## src/rtl/mem_bus_ctrl.sv

```systemverilog
// ---------------------------------------------------------------------------
// mem_bus_ctrl_pkg / mem_bus_ctrl
//
// MEM-stage data-memory access controller. Decodes the load/store op held in
// the EX/MEM register, issues exactly one request per memory instruction on a
// request/acknowledge bus, and stalls the pipeline until the bus answers.
// Loads are aligned (big-endian lanes) and sign/zero extended before being
// forwarded to MEM/WB; everything else passes straight through.
//
// Ports
//   clk, rst            clock, asynchronous active-low reset
//   stall[5:0]          pipeline stall vector, bit 3 holds the MEM stage
//   mem_*               EX/MEM fields (dest reg, write enables, data, HI/LO,
//                       ALU op, byte address, store operand)
//   wd_o..lo_o          MEM/WB fields
//   stallreq_o          MEM stall request (combinational)
//   bus_req_o..wdata_o  registered bus request: valid, write, word address,
//                       byte lanes (bit 3 = bits 31:24), store data
//   bus_ack_i           transfer done, meaningful only while bus_req_o = 1
//   bus_rdata_i         read data, valid with bus_ack_i
// ---------------------------------------------------------------------------
package mem_bus_ctrl_pkg;

  localparam logic [7:0] EXE_LB_OP  = 8'b1110_0000;
  localparam logic [7:0] EXE_LH_OP  = 8'b1110_0001;
  localparam logic [7:0] EXE_LW_OP  = 8'b1110_0011;
  localparam logic [7:0] EXE_LBU_OP = 8'b1110_0100;
  localparam logic [7:0] EXE_LHU_OP = 8'b1110_0101;
  localparam logic [7:0] EXE_SB_OP  = 8'b1110_1000;
  localparam logic [7:0] EXE_SH_OP  = 8'b1110_1001;
  localparam logic [7:0] EXE_SW_OP  = 8'b1110_1011;
  localparam logic [7:0] EXE_ADD_OP = 8'b0010_0000;

  localparam logic NO_STOP = 1'b0;
  localparam logic STOP    = 1'b1;

  typedef enum logic [1:0] {SZ_NONE, SZ_B, SZ_H, SZ_W} size_e;
  typedef enum logic [1:0] {IDLE, BUSY, HOLD} state_e;

endpackage

module mem_bus_ctrl
  import mem_bus_ctrl_pkg::*;
(
  input  logic        clk,
  input  logic        rst,
  input  logic [5:0]  stall,
  input  logic [4:0]  mem_wd,
  input  logic        mem_wreg,
  input  logic [31:0] mem_wdata,
  input  logic        mem_whilo,
  input  logic [31:0] mem_hi,
  input  logic [31:0] mem_lo,
  input  logic [7:0]  mem_aluop,
  input  logic [31:0] mem_mem_addr,
  input  logic [31:0] mem_reg2,
  output logic [4:0]  wd_o,
  output logic        wreg_o,
  output logic [31:0] wdata_o,
  output logic        whilo_o,
  output logic [31:0] hi_o,
  output logic [31:0] lo_o,
  output logic        stallreq_o,
  output logic        bus_req_o,
  output logic        bus_we_o,
  output logic [31:0] bus_addr_o,
  output logic [3:0]  bus_sel_o,
  output logic [31:0] bus_wdata_o,
  input  logic        bus_ack_i,
  input  logic [31:0] bus_rdata_i
);

  // Only the MEM-stage bit of the stall vector matters here.
  logic unused_stall;
  assign unused_stall = ^{stall[5:4], stall[2:0]};

  // -------------------------------------------------------------------------
  // Op decode
  // -------------------------------------------------------------------------
  size_e size;
  logic  is_store;
  logic  is_signed;
  logic  is_mem;
  logic  is_load;

  // NOTE: every signal assigned in a combinational block gets a default
  // first, so no path leaves it unassigned and no latch is inferred.
  always_comb begin
    size      = SZ_NONE;
    is_store  = 1'b0;
    is_signed = 1'b0;
    case (mem_aluop)
      EXE_LB_OP:  begin size = SZ_B; is_signed = 1'b1; end
      EXE_LBU_OP: size = SZ_B;
      EXE_LH_OP:  begin size = SZ_H; is_signed = 1'b1; end
      EXE_LHU_OP: size = SZ_H;
      EXE_LW_OP:  size = SZ_W;
      EXE_SB_OP:  begin size = SZ_B; is_store = 1'b1; end
      EXE_SH_OP:  begin size = SZ_H; is_store = 1'b1; end
      EXE_SW_OP:  begin size = SZ_W; is_store = 1'b1; end
      default:    ;
    endcase
  end

  assign is_mem  = (size != SZ_NONE);
  assign is_load = is_mem & ~is_store;

  // -------------------------------------------------------------------------
  // Lane select and store data (big-endian: offset 00 is bits 31:24)
  // -------------------------------------------------------------------------
  logic [3:0]  lane_sel;
  logic [31:0] store_data;

  always_comb begin
    lane_sel   = 4'b0000;
    store_data = mem_reg2;
    case (size)
      SZ_B: begin
        case (mem_mem_addr[1:0])
          2'b00:   lane_sel = 4'b1000;
          2'b01:   lane_sel = 4'b0100;
          2'b10:   lane_sel = 4'b0010;
          default: lane_sel = 4'b0001;
        endcase
        store_data = {4{mem_reg2[7:0]}};
      end
      SZ_H: begin
        // addr[0] is ignored: misaligned halves silently round down.
        lane_sel   = mem_mem_addr[1] ? 4'b0011 : 4'b1100;
        store_data = {2{mem_reg2[15:0]}};
      end
      SZ_W:    lane_sel = 4'b1111;
      default: ;
    endcase
  end

  // -------------------------------------------------------------------------
  // Load alignment from the live read data
  // -------------------------------------------------------------------------
  logic [7:0]  rd_byte;
  logic [15:0] rd_half;
  logic [31:0] load_data;

  always_comb begin
    case (mem_mem_addr[1:0])
      2'b00:   rd_byte = bus_rdata_i[31:24];
      2'b01:   rd_byte = bus_rdata_i[23:16];
      2'b10:   rd_byte = bus_rdata_i[15:8];
      default: rd_byte = bus_rdata_i[7:0];
    endcase
    rd_half = mem_mem_addr[1] ? bus_rdata_i[15:0] : bus_rdata_i[31:16];
    case (size)
      SZ_B:    load_data = {{24{is_signed & rd_byte[7]}}, rd_byte};
      SZ_H:    load_data = {{16{is_signed & rd_half[15]}}, rd_half};
      default: load_data = bus_rdata_i;
    endcase
  end

  // -------------------------------------------------------------------------
  // Request FSM
  // -------------------------------------------------------------------------
  state_e      state_q, state_d;
  logic        req_q, req_d;
  logic        we_q, we_d;
  logic [31:0] addr_q, addr_d;
  logic [3:0]  sel_q, sel_d;
  logic [31:0] wdata_q, wdata_d;
  logic [31:0] load_q, load_d;

  always_comb begin
    state_d = state_q;
    req_d   = req_q;
    we_d    = we_q;
    addr_d  = addr_q;
    sel_d   = sel_q;
    wdata_d = wdata_q;
    load_d  = load_q;
    case (state_q)
      IDLE: begin
        if (is_mem && stall[3] == NO_STOP) begin
          state_d = BUSY;
          req_d   = 1'b1;
          we_d    = is_store;
          addr_d  = {mem_mem_addr[31:2], 2'b00};
          sel_d   = lane_sel;
          wdata_d = store_data;
        end
      end
      BUSY: begin
        if (bus_ack_i) begin
          load_d  = load_data;
          req_d   = 1'b0;
          // A downstream stall parks the finished instruction in HOLD so the
          // still-resident memory op cannot trigger a second request.
          state_d = (stall[3] == NO_STOP) ? IDLE : HOLD;
        end
      end
      HOLD: begin
        if (stall[3] == NO_STOP) state_d = IDLE;
      end
      default: state_d = IDLE;
    endcase
  end

  // NOTE: sequential state uses non-blocking assignments only, so every
  // register samples the pre-edge values regardless of statement order.
  // NOTE: the load latch is a single register, not a memory array, so it is
  // cleared on reset along with the bus outputs.
  always_ff @(posedge clk or negedge rst) begin
    if (!rst) begin
      state_q <= IDLE;
      req_q   <= 1'b0;
      we_q    <= 1'b0;
      addr_q  <= '0;
      sel_q   <= '0;
      wdata_q <= '0;
      load_q  <= '0;
    end else begin
      state_q <= state_d;
      req_q   <= req_d;
      we_q    <= we_d;
      addr_q  <= addr_d;
      sel_q   <= sel_d;
      wdata_q <= wdata_d;
      load_q  <= load_d;
    end
  end

  // -------------------------------------------------------------------------
  // Outputs
  // -------------------------------------------------------------------------
  assign bus_req_o   = req_q;
  assign bus_we_o    = we_q;
  assign bus_addr_o  = addr_q;
  assign bus_sel_o   = sel_q;
  assign bus_wdata_o = wdata_q;

  assign stallreq_o = ((state_q == IDLE) & is_mem) |
                      ((state_q == BUSY) & ~bus_ack_i);

  assign wd_o    = mem_wd;
  assign wreg_o  = mem_wreg;
  assign whilo_o = mem_whilo;
  assign hi_o    = mem_hi;
  assign lo_o    = mem_lo;

  // Outside the ack cycle and HOLD the load result is unused (the stage is
  // stalled), so the live aligned data is forwarded there as well.
  assign wdata_o = !is_load           ? mem_wdata :
                   (state_q == HOLD)  ? load_q    : load_data;

endmodule

```

## config.mk

```make
export PLATFORM = sky130hd
export DESIGN_NAME = mem_bus_ctrl
export DESIGN_NICKNAME = d
export VERILOG_FILES = /design/src/rtl/mem_bus_ctrl.sv
export SDC_FILE = /design/constraint.sdc
export NUM_CORES = 1
export LEC_CHECK = 0
export CELL_PAD_IN_SITES_DETAIL_PLACEMENT = 1
export CELL_PAD_IN_SITES_GLOBAL_PLACEMENT = 1
export CORE_MARGIN = 2
export CORE_UTILIZATION = 27
export CTS_CLUSTER_SIZE = 30
export DETAILED_ROUTE_END_ITERATION = 8
export PLACE_DENSITY = 0.91
export SETUP_SLACK_MARGIN = 0.15
export SYNTH_ARGS = -nofsm -noshare
export SYNTH_HDL_FRONTEND = slang
export SYNTH_SLANG_ARGS = --single-unit
```

## constraint.sdc

```tcl
create_clock -name clk -period 7.86 [get_ports clk]
set_input_delay 1.572 -clock clk [delete_from_list [all_inputs] [get_ports clk]]
set_output_delay 1.572 -clock clk [all_outputs]
set_load 0.005 [all_outputs]
```

Yosys cells after proc, flatten, opt, wreduce, memory -nomap -nowiden
Cells that the tools add are included.
{"block": "totals", "regBits": 102, "latchBits": 0, "mem_bits_rw": 0, "mem_bits_ro": 0, "in_bits": 216, "out_inout_bits": 174, "elab_cells": 68, "mem_count": 0}
{"block": "classes", "addsub": 0, "n_mul": 0, "n_div": 0, "order_cmp": 0, "eq_ne": 18, "shifts": 0, "n_mux": 20, "bitwise_logic": 9, "reduce_logical": 14}
{"op": "case mux 32 bit (2 select lines)", "count": 2}
{"op": "equality test 8 bit (second input constant)", "count": 8}
{"op": "two-way mux 32 bit", "count": 2}
{"op": "case mux 4 bit (3 select lines)", "count": 2}
{"op": "case mux 8 bit (3 select lines)", "count": 1}
{"op": "two-way mux 16 bit", "count": 1}
{"op": "case mux 2 bit (3 select lines)", "count": 2}
{"op": "OR reduction 3 bit", "count": 3}
{"op": "equality test 2 bit (second input constant)", "count": 4}
{"op": "two-way mux 2 bit", "count": 4}
{"op": "equality test 2 x 1 -> 1 bit (second input constant)", "count": 3}
{"op": "!= test 2 bit (second input constant)", "count": 3}
{"op": "AND reduction 3 bit", "count": 2}
{"op": "AND 1 bit", "count": 5}
{"op": "zero test 2 bit", "count": 2}
{"op": "two-way mux 1 bit", "count": 4}
{"op": "two-way mux 4 bit", "count": 1}
{"op": "AND reduction 2 bit", "count": 2}
{"op": "nonzero test 2 bit", "count": 2}
{"op": "OR reduction 2 bit", "count": 2}
{"op": "NOT 1 bit", "count": 3}
{"op": "case mux 1 bit (2 select lines)", "count": 1}
{"op": "logical AND 1 bit", "count": 1}
{"op": "bitwise OR 1 bit", "count": 1}

Longest topological paths before layout
Gate-level depths: netlist (run 1).
{"block": "depth", "depth_word": 7, "mapped_depth": 11, "mapped_depth_nobuf": 9}

Worst setup path after synthesis (run 1)
Ideal clock, no wire load.
{"block": "synth_timing", "kind": "input to output", "start": "in mem_aluop[4]", "end": "out wdata_o[10]", "arrival_time_ns": 3.500, "required_time_ns": 6.288, "setup_slack_ns": 2.788, "stages": 10, "n_path_buf": 3, "cell_sequence": "and4b_1 > buf_2 > nand3_1 > ha_1 > clkbuf_1 > nor4_1 > and2_1 > clkbuf_1 > a222oi_1 > o211ai_1"}
{"block": "synth_between", "elab_chain_len": 7, "elab_cells_between_ends": 25, "classes_between": "eq/ne (10); mux (6); bitwise (3); reduce/logical (6)"}
{"element": "from (decl)", "line_no": "54", "rtl": "input logic [7:0] mem_aluop,"}
{"element": "equality test 8 bit", "line_no": "92", "rtl": "case (mem_aluop)"}
{"element": "OR reduction 3 bit (no source line) / OR reduction 2 bit (equally long branches)"}
{"element": "case mux 2 bit (3 select lines) / two-way mux 1 bit (equally long branches)", "line_no": "92"}
{"element": "equality test 2 bit, or another cell as far along", "line_no": "152", "rtl": "case (size)"}
{"element": "case mux 32 bit (2 select lines)", "line_no": "152"}
{"element": "two-way mux 32 bit", "line_no": "250", "rtl": "(state_q == HOLD) ? load_q : load_data;"}
{"element": "two-way mux 32 bit *", "line_no": "249", "rtl": "assign wdata_o = !is_load ? mem_wdata :"}
{"element": "to (decl)", "line_no": "59", "rtl": "output logic [31:0] wdata_o,"}
Every way passes the cells marked *; elsewhere a longest branch is shown, timed or not.

Final worst setup path (run 1)
{"block": "layout_timing", "start": "in mem_aluop[4]", "end": "out wdata_o[6]"}
{"block": "layout_between", "elab_chain_len": 7, "elab_cells_between_ends": 22, "classes_between": "eq/ne (10); mux (5); bitwise (2); reduce/logical (5)"}
{"element": "equality test 8 bit", "line_no": "92"}
{"element": "OR reduction 3 bit (no source line) / OR reduction 2 bit (equally long branches)"}
{"element": "case mux 2 bit (3 select lines)", "line_no": "92"}
{"element": "equality test 2 bit / equality test 2 x 1 -> 1 bit (equally long branches)", "line_no": "152"}
{"element": "case mux 32 bit (2 select lines)", "line_no": "152"}
{"element": "two-way mux 32 bit", "line_no": "250"}
{"element": "two-way mux 32 bit *", "line_no": "249"}
Marked as above.

==> summary.txt, run 1 <==
CTS resizes -> 0
Worst path cell trace -> clkdlybuf4s50_1 -> and4b_1 -> o21a_1 -> inv_1 -> ha_1 -> a41oi_2 -> nand2_1 -> o211ai_1 -> clkdlybuf4s50_1
CP Buf/Inv Count -> 3
Hold Slack -> 480.6 ps
# IOs -> 390
Starting density of the core -> 27.62%
#FFs+latches synth -> 102
Post-synth EDFFs -> 0
Clk_skew -> 13.75 ps
Layout area overhead -> 38.10%
Slew HR -> 16.49%
Die extent in y -> 153.9 um
CTS Root Cell -> clkbuf_16
CTS Buf Count -> 9
Pwr per Cell Area -> 207.5 mW/mm^2
Synthesized area per cell -> 8.355 um^2
Fill cell count -> 2577
Tmin final -> 6997 ps
LEAKAGE -> 3.652 nW
ANT cells -> 0
CTS max path bufs -> 2
Setup Crit Path Kind -> in -> out
Critical path arrival -> 5430 ps
Max FO, Critical Path -> 17
Initial antenna violation count -> 1
Die width -> 153.9 um
Mux contribution to synthesized area -> 1.918%
Critical Path RT -> 6290 ps
CTS H-tree lvls -> 3
CTS tree -> built
Slew Limit Fails -> 0
Final hold violations -> 0
Cts hold-fix bufs -> 0
Most common cell on crit path -> clkdlybuf4s50_1
Core Rows -> 54
Clock-pin slew on the worst setup and hold paths -> 80 ps
GR Overflow Total -> 0
Post-synthesis compound-gate area fraction -> 20.69%
Largest family of logic cells by synthesized area -> compound AO/OA/AOI/OAI gates
Distinct cells, synth -> 48
DPL Wire Length -> 16840 um
Nets -> 1085
Post-synthesis sequential area ratio -> 42.08%
Max Cap Viol -> 0
Async set-or-reset flop fraction in the synthesized netlist -> 100.0%
Share of cells above drive strength 1 -> 4.948%
Post-Route WL -> 22370 um
Vias after detailed routing -> 5857
Largest stage delay, worst path -> 770 ps
CP Launch Type -> input port
Multi-input logic area -> 0.002695 mm^2
Simple-gate portion of the synthesized area -> 20.46%
Vias per Instance -> 5.097
# DRC -> 0
Unrepaired setup endpoints after global routing -> false
Routed WL per cell -> 19.47 um
Post-Syn Area -> 0.006066 mm^2
First-pass GRT wire length -> 35020 um
Largest net degree at the start of global routing -> 65
Clock sinks -> 102
Vias in the first global route -> 6207
Critical-path top delay cell -> a41oi_2
Synth Flop Type -> dfrtp_1
Fin Setup TNS -> 0 ps
Gate Count Post-Synth -> 726
Antenna-violating nets left -> 0
Yosys warning total -> 0
Core Box Area -> 0.02196 mm^2
Setup Viol. Count Final -> 0
Clk_lat worst skew -> 350 ps
Status -> completed
Final period util -> 89.02%
Worst Hold Class -> reg -> reg
Peak supply drop -> 0.1262 mV
Area share of fa/ha/maj cells after synthesis -> 1.031%
Post-CTS setup buffer count -> 0
CP endpoint kind -> primary output
1st-pass router iterations -> 5
Initial DRC count -> 247
Total track usage -> 18.85%
FMAX -> 142.9 MHz
Die ar. -> 0.02368 mm^2
Sequential Area -> 0.002552 mm^2
IO Port Bufs -> 240
Slew at the pin closest to its max-slew limit -> 1250 ps
Crit path max-delay family -> compound AO/OA/AOI/OAI gates
XOR/XNOR Fraction of Synth Area -> 0%
Gpl congestion -> 0.7877
==> worst register-to-register path: stages (launching register included) <==
cell      delay (ps)
dfrtp_1          460
or4_2           1050
buf_4            400
a221oi_1         340
nor2_1            90
==> report_power, final <==
group | leakage (nW) | internal (mW) | total [mW] | switching, mW
registers | 1.27 | 0.673 | 0.755 | 0.0819
logic | 2.25 | 0.318 | 0.529 | 0.211
clock network | 0.136 | 0.222 | 0.454 | 0.231
total | 3.65 | 1.21 | 1.74 | 0.524
==> flip-flops by register name, indices dropped and copies added (netlist names) <==
register     count
bus_wdata_o     32
bus_we_o         1
bus_sel_o        4
bus_addr_o      30
bus_req_o        1
load_q          32
state_q          2
==> final timing paths <==
kind,to,cells after the start,slack (ps),from
max,wdata_o[6],9,860,mem_aluop[4]
min,bus_req_o,2,480,bus_req_o
max reg2reg,bus_wdata_o[22],4,5400,state_q[1]
min reg2reg,bus_req_o,2,480,bus_req_o
max in group asynchronous,bus_sel_o[1],2,5340,rst
min in group asynchronous,load_q[25],1,1190,rst
==> final cells by class <==
class / instances / share of cell area [%]
clock buffers: 9 / 2.689
clock inverters: 7 / 0.7618
inverters: 6 / 0.2689
multi-input cells: 496 / 32.17
flip-flops and latches: 102 / 30.47
well taps: 280 / 4.182
repair buffers: 249 / 29.45
==> per-stage QoR <==
| stage | worst slack [ps] | area [um^2] | total power, mW | util, % | std cells |
|---|---|---|---|---|---|
| 2_1_floorplan | 2788 | 6070 | 0.9627 | - | 727 |
| 3_3_place_gp | 1018 | 8088 | 1.270 | 36.83 | 1133 |
| 3_5_place_dp | 871.4 | 8088 | 1.301 | 36.83 | 1133 |
| 4_1_cts | 875.2 | 8377 | 1.765 | 38.15 | 1149 |
| 5_1_grt | 653.9 | 8377 | 1.842 | 38.15 | 1149 |
| 6_report | 862.8 | 8377 | 1.738 | 38.15 | 1149 |
==> per-layer routing <==
| metal | GRT usage [%] | vias to the layer above | wire length [um] |
|---|---|---|---|
| met5 | 0 | - | 12 |
| met4 | 7.210 | 2 | 619 |
| met3 | 5.947 | 48 | 1734 |
| met2 | 31.60 | 249 | 10920 |
| met1 | 22.68 | 2870 | 9090 |
| li1 | - | 2688 | - |
==> cell usage after synthesis, drive strengths merged (3+ instances only) <==
cell / number / area share (%)
dfrtp: 102 / 42
inv: 5 / 0.31
ha: 5 / 1.0
a21oi: 45 / 3.7
nor2b: 3 / 0.31
clkbuf: 32 / 2.1
nor2: 87 / 5.4
buf: 90 / 11
o211ai: 32 / 4.8
a22o: 32 / 4.6
a21o: 3 / 0.37
nand2: 190 / 12
o21ai: 22 / 1.8
nand3: 17 / 1.4
a222oi: 15 / 2.5
a221oi: 8 / 1.2
nand2b: 4 / 0.41
mux2: 10 / 1.9
==> cell families after synthesis <==
group                    Yosys count
AO/OA/AOI/OAI                    168
adder cells (fa/ha/maj)            5
buffers and inverters            129
flip-flops                       102
multiplexers                      10
other                              1
AND/OR/NAND/NOR                  311
==> layout by cell type (no fill, tap or decap), types with 3 or more instances in the layout <==
cell	instances
a21o_1	3
a21oi_1	45
a221oi_1	8
a222oi_1	15
a22o_1	32
buf_4	10
clkbuf_16	9
clkdlybuf4s50_1	239
dfrtp_1	102
ha_1	4
inv_1	5
mux2_1	8
nand2_1	190
nand2b_1	4
nand3_1	17
nor2_1	87
nor2b_1	3
o211ai_1	22
o211ai_2	10
o21ai_0	6
o21ai_1	16
Note: power is estimated with default switching activity, not from simulation.
==> inputs of run 2 (changes only) <==
--- a/config.mk
+++ b/config.mk
@@ -8,10 +8,10 @@
 export CELL_PAD_IN_SITES_DETAIL_PLACEMENT = 1
 export CELL_PAD_IN_SITES_GLOBAL_PLACEMENT = 1
 export CORE_MARGIN = 2
-export CORE_UTILIZATION = 27
+export CORE_UTILIZATION = 25
 export CTS_CLUSTER_SIZE = 30
 export DETAILED_ROUTE_END_ITERATION = 8
-export PLACE_DENSITY = 0.91
+export PLACE_DENSITY = 0.86
 export SETUP_SLACK_MARGIN = 0.15
 export SYNTH_ARGS = -nofsm -noshare
 export SYNTH_HDL_FRONTEND = slang
==> constraint.sdc (replaced) <==
create_clock -name clk -period 7 [get_ports clk]
set_input_delay 1.4 -clock clk [delete_from_list [all_inputs] [get_ports clk]]
set_output_delay 1.4 -clock clk [all_outputs]
set_load 0.005 [all_outputs]
==> run 2 against run 1 <==
Effect of this change:
- total power up 12%
- worst setup slack worse by 130 ps
- first-iteration DRC count rose by 53%
- largest power group unchanged
==> summary.txt, run 2 (synthesis results as in run 1) <==
Fin util -> 35.22% (-2.9 points)
CTS Buf Count -> 9 (unchanged)
Post-Layout Cell Count -> 1199 (+4.4%)
Core Box Area -> 0.02403 mm^2 (+9.5%)
Final hold violations -> 0 (unchanged)
CP endpoint kind -> primary output
Hold Slack -> 476.6 ps (-4.027 ps)
Die width -> 159.8 um (+3.8%)
Tmin final -> 6271 ps
Worst R2R Setup Slack -> 4860 ps (-540 ps)
Clock sinks -> 102 (unchanged)
Final period util -> 89.58%
Commonest non-fill, non-tap cell in the layout -> clkdlybuf4s50_1
Starting density of the core -> 25.24% (-2.4 points)
Min-delay src -> bus_addr_o[5]
Vias per Instance -> 4.825 (-5.3%)
CTS tree -> built
CTS max path bufs -> 2 (unchanged)
Vias in the first global route -> 5980 (-3.7%)
GR Overflow Total -> 0 (unchanged)
Slew HR -> 18.18% (+1.7 points)
Largest net degree at the start of global routing -> 65 (unchanged)
FMAX -> 159.5 MHz
Pwr per Cell Area -> 230.5 mW/mm^2 (+11%)
# DRC -> 0 (unchanged)
Antenna-violating nets left -> 0 (unchanged)
Layout area overhead -> 39.56%
IO Port Bufs -> 240 (unchanged)
Reg2reg end -> bus_addr_o[10]
LEAKAGE -> 3.675 nW (+0.62%)
Share of cells above drive strength 1 -> 5.384% (+0.44 points)
Critical path arrival -> 4870 ps (-560 ps)
Max Cap Viol -> 0 (unchanged)
# IOs -> 390 (unchanged)
Tot Pwr -> 1.951 mW (+12%)
Die extent in y -> 159.8 um (+3.8%)
Vias after detailed routing -> 5785 (-1.2%)
CP Launch Type -> input port
Nets -> 1089 (+0.37%)
Reg2Reg Depth -> 4 (unchanged)
Die ar. -> 0.02552 mm^2 (+7.8%)
DPL Wire Length -> 17520 um (+4.1%)
Unrepaired setup endpoints after global routing -> false
Placed insts -> 1181 (+4.2%)
Gpl congestion -> 0.7769 (-1.4%)
Critical Path RT -> 5600 ps (-690 ps)
Post-CTS setup buffer count -> 0 (unchanged)
Status -> completed
1st-pass router iterations -> 8 (+3)
Worst Hold Class -> reg -> reg
Clock-pin slew on the worst setup and hold paths -> 70 ps (about the same)
Initial DRC count -> 378 (+53%)
Most frequent cells in the layout -> clkdlybuf4s50_1, nand2_1, dfrtp_1
Post-Route WL -> 23520 um (+5.1%)
Fin Setup TNS -> 0 ps (unchanged)
Max FO, Critical Path -> 17 (unchanged)
Clk_lat worst skew -> 350 ps (about the same)
Total track usage -> 17.96% (-0.89 points)
Initial antenna violation count -> 3 (+2)
First-pass GRT wire length -> 35430 um (+1.2%)
Slew at the pin closest to its max-slew limit -> 1225 ps (-25.37 ps)
Worst r2r src -> state_q[0]
Peak supply drop -> 0.1000 mV (-21%)
Setup Crit Path Kind -> in -> out
WHS Path Cells -> 2 (unchanged)
CTS resizes -> 0 (unchanged)
Cts hold-fix bufs -> 0 (unchanged)
CTS H-tree lvls -> 3 (unchanged)
Slew Limit Fails -> 0 (unchanged)
CTS Root Cell -> clkbuf_16
Clk_skew -> 9.153 ps (-4.602 ps)
Core Rows -> 57 (+5.6%)
Routed WL per cell -> 19.62 um (+0.74%)
Setup Viol. Count Final -> 0 (unchanged)
Hold Path End -> bus_addr_o[5]
## run 2: changes by cell type in the layout (fill, tap and decap cells not counted)
cell / before / now
buf_4: 10 / 14
diode_2: 0 / 2
inv_6: 1 / 3
clkinvlp_4: 2 / 1
inv_8: 2 / 1
## run 2: power breakdown
group	internal, mW	switching, mW	leakage, nW
clock	0.250	0.262	0.139
sequential	0.756	0.0920	1.27
combinational	0.358	0.234	2.27
## run 2: per-layer routing
metal	global-route usage (%)	wire, um	vias up
li1	-	-	2702
met4	6.488	584	2
met1	21.98	10010	2808
met5	0	16	-
met3	5.636	1894	45
met2	29.77	11010	228
## run 2: worst max-delay path by stage
stage                       from           to  slack (ps)  depth (start not counted)
finish              mem_aluop[4]  wdata_o[19]         730                          9
global placement    mem_aluop[4]  wdata_o[19]         710                          9
floorplan           mem_aluop[4]  wdata_o[10]        2270                         10
CTS                 mem_aluop[4]  wdata_o[19]         600                          9
detailed placement  mem_aluop[4]  wdata_o[19]         600                          9
global route        mem_aluop[4]  wdata_o[19]         420                          9
## run 2: area by class of cell
class | instances | area [um^2]
inverter | 6 | 22.52
clock inverter | 7 | 62.56
timing repair buffer | 253 | 2497
fill | 2851 | 15570
tap | 324 | 405.4
antenna | 2 | 5.005
sequential | 102 | 2552
multi-input combinational | 496 | 2695
clock buffer | 9 | 225.2
## run 2: critical path: stages
cell,delay (ps)
clkdlybuf4s50_1,450
and4b_1,440
nand3_1,210
ha_2,380
nor4_1,290
nand2_1,580
o211ai_1,390
a22o_1,210
clkdlybuf4s50_1,510
## run 2: through the flow
| step | worst slack, ps | area [um^2] |
|---|---|---|
| 3_3_place_gp | 710.2 | 8173 |
| 3_5_place_dp | 601.4 | 8173 |
| 5_1_grt | 417.7 | 8461 |
| 6_report | 729.4 | 8466 |
| 2_1_floorplan | 2272 | 6070 |
| 4_1_cts | 601.0 | 8461 |
==> inputs of run 3 (changes only) <==
--- a/config.mk
+++ b/config.mk
@@ -11,6 +11,7 @@
 export CORE_UTILIZATION = 25
 export CTS_CLUSTER_SIZE = 30
 export DETAILED_ROUTE_END_ITERATION = 8
+export GPL_ROUTABILITY_DRIVEN = 1
 export PLACE_DENSITY = 0.86
 export SETUP_SLACK_MARGIN = 0.15
 export SYNTH_ARGS = -nofsm -noshare
==> results of run 3 <==
Final layout, timing and power as in run 2 (identical DEF).
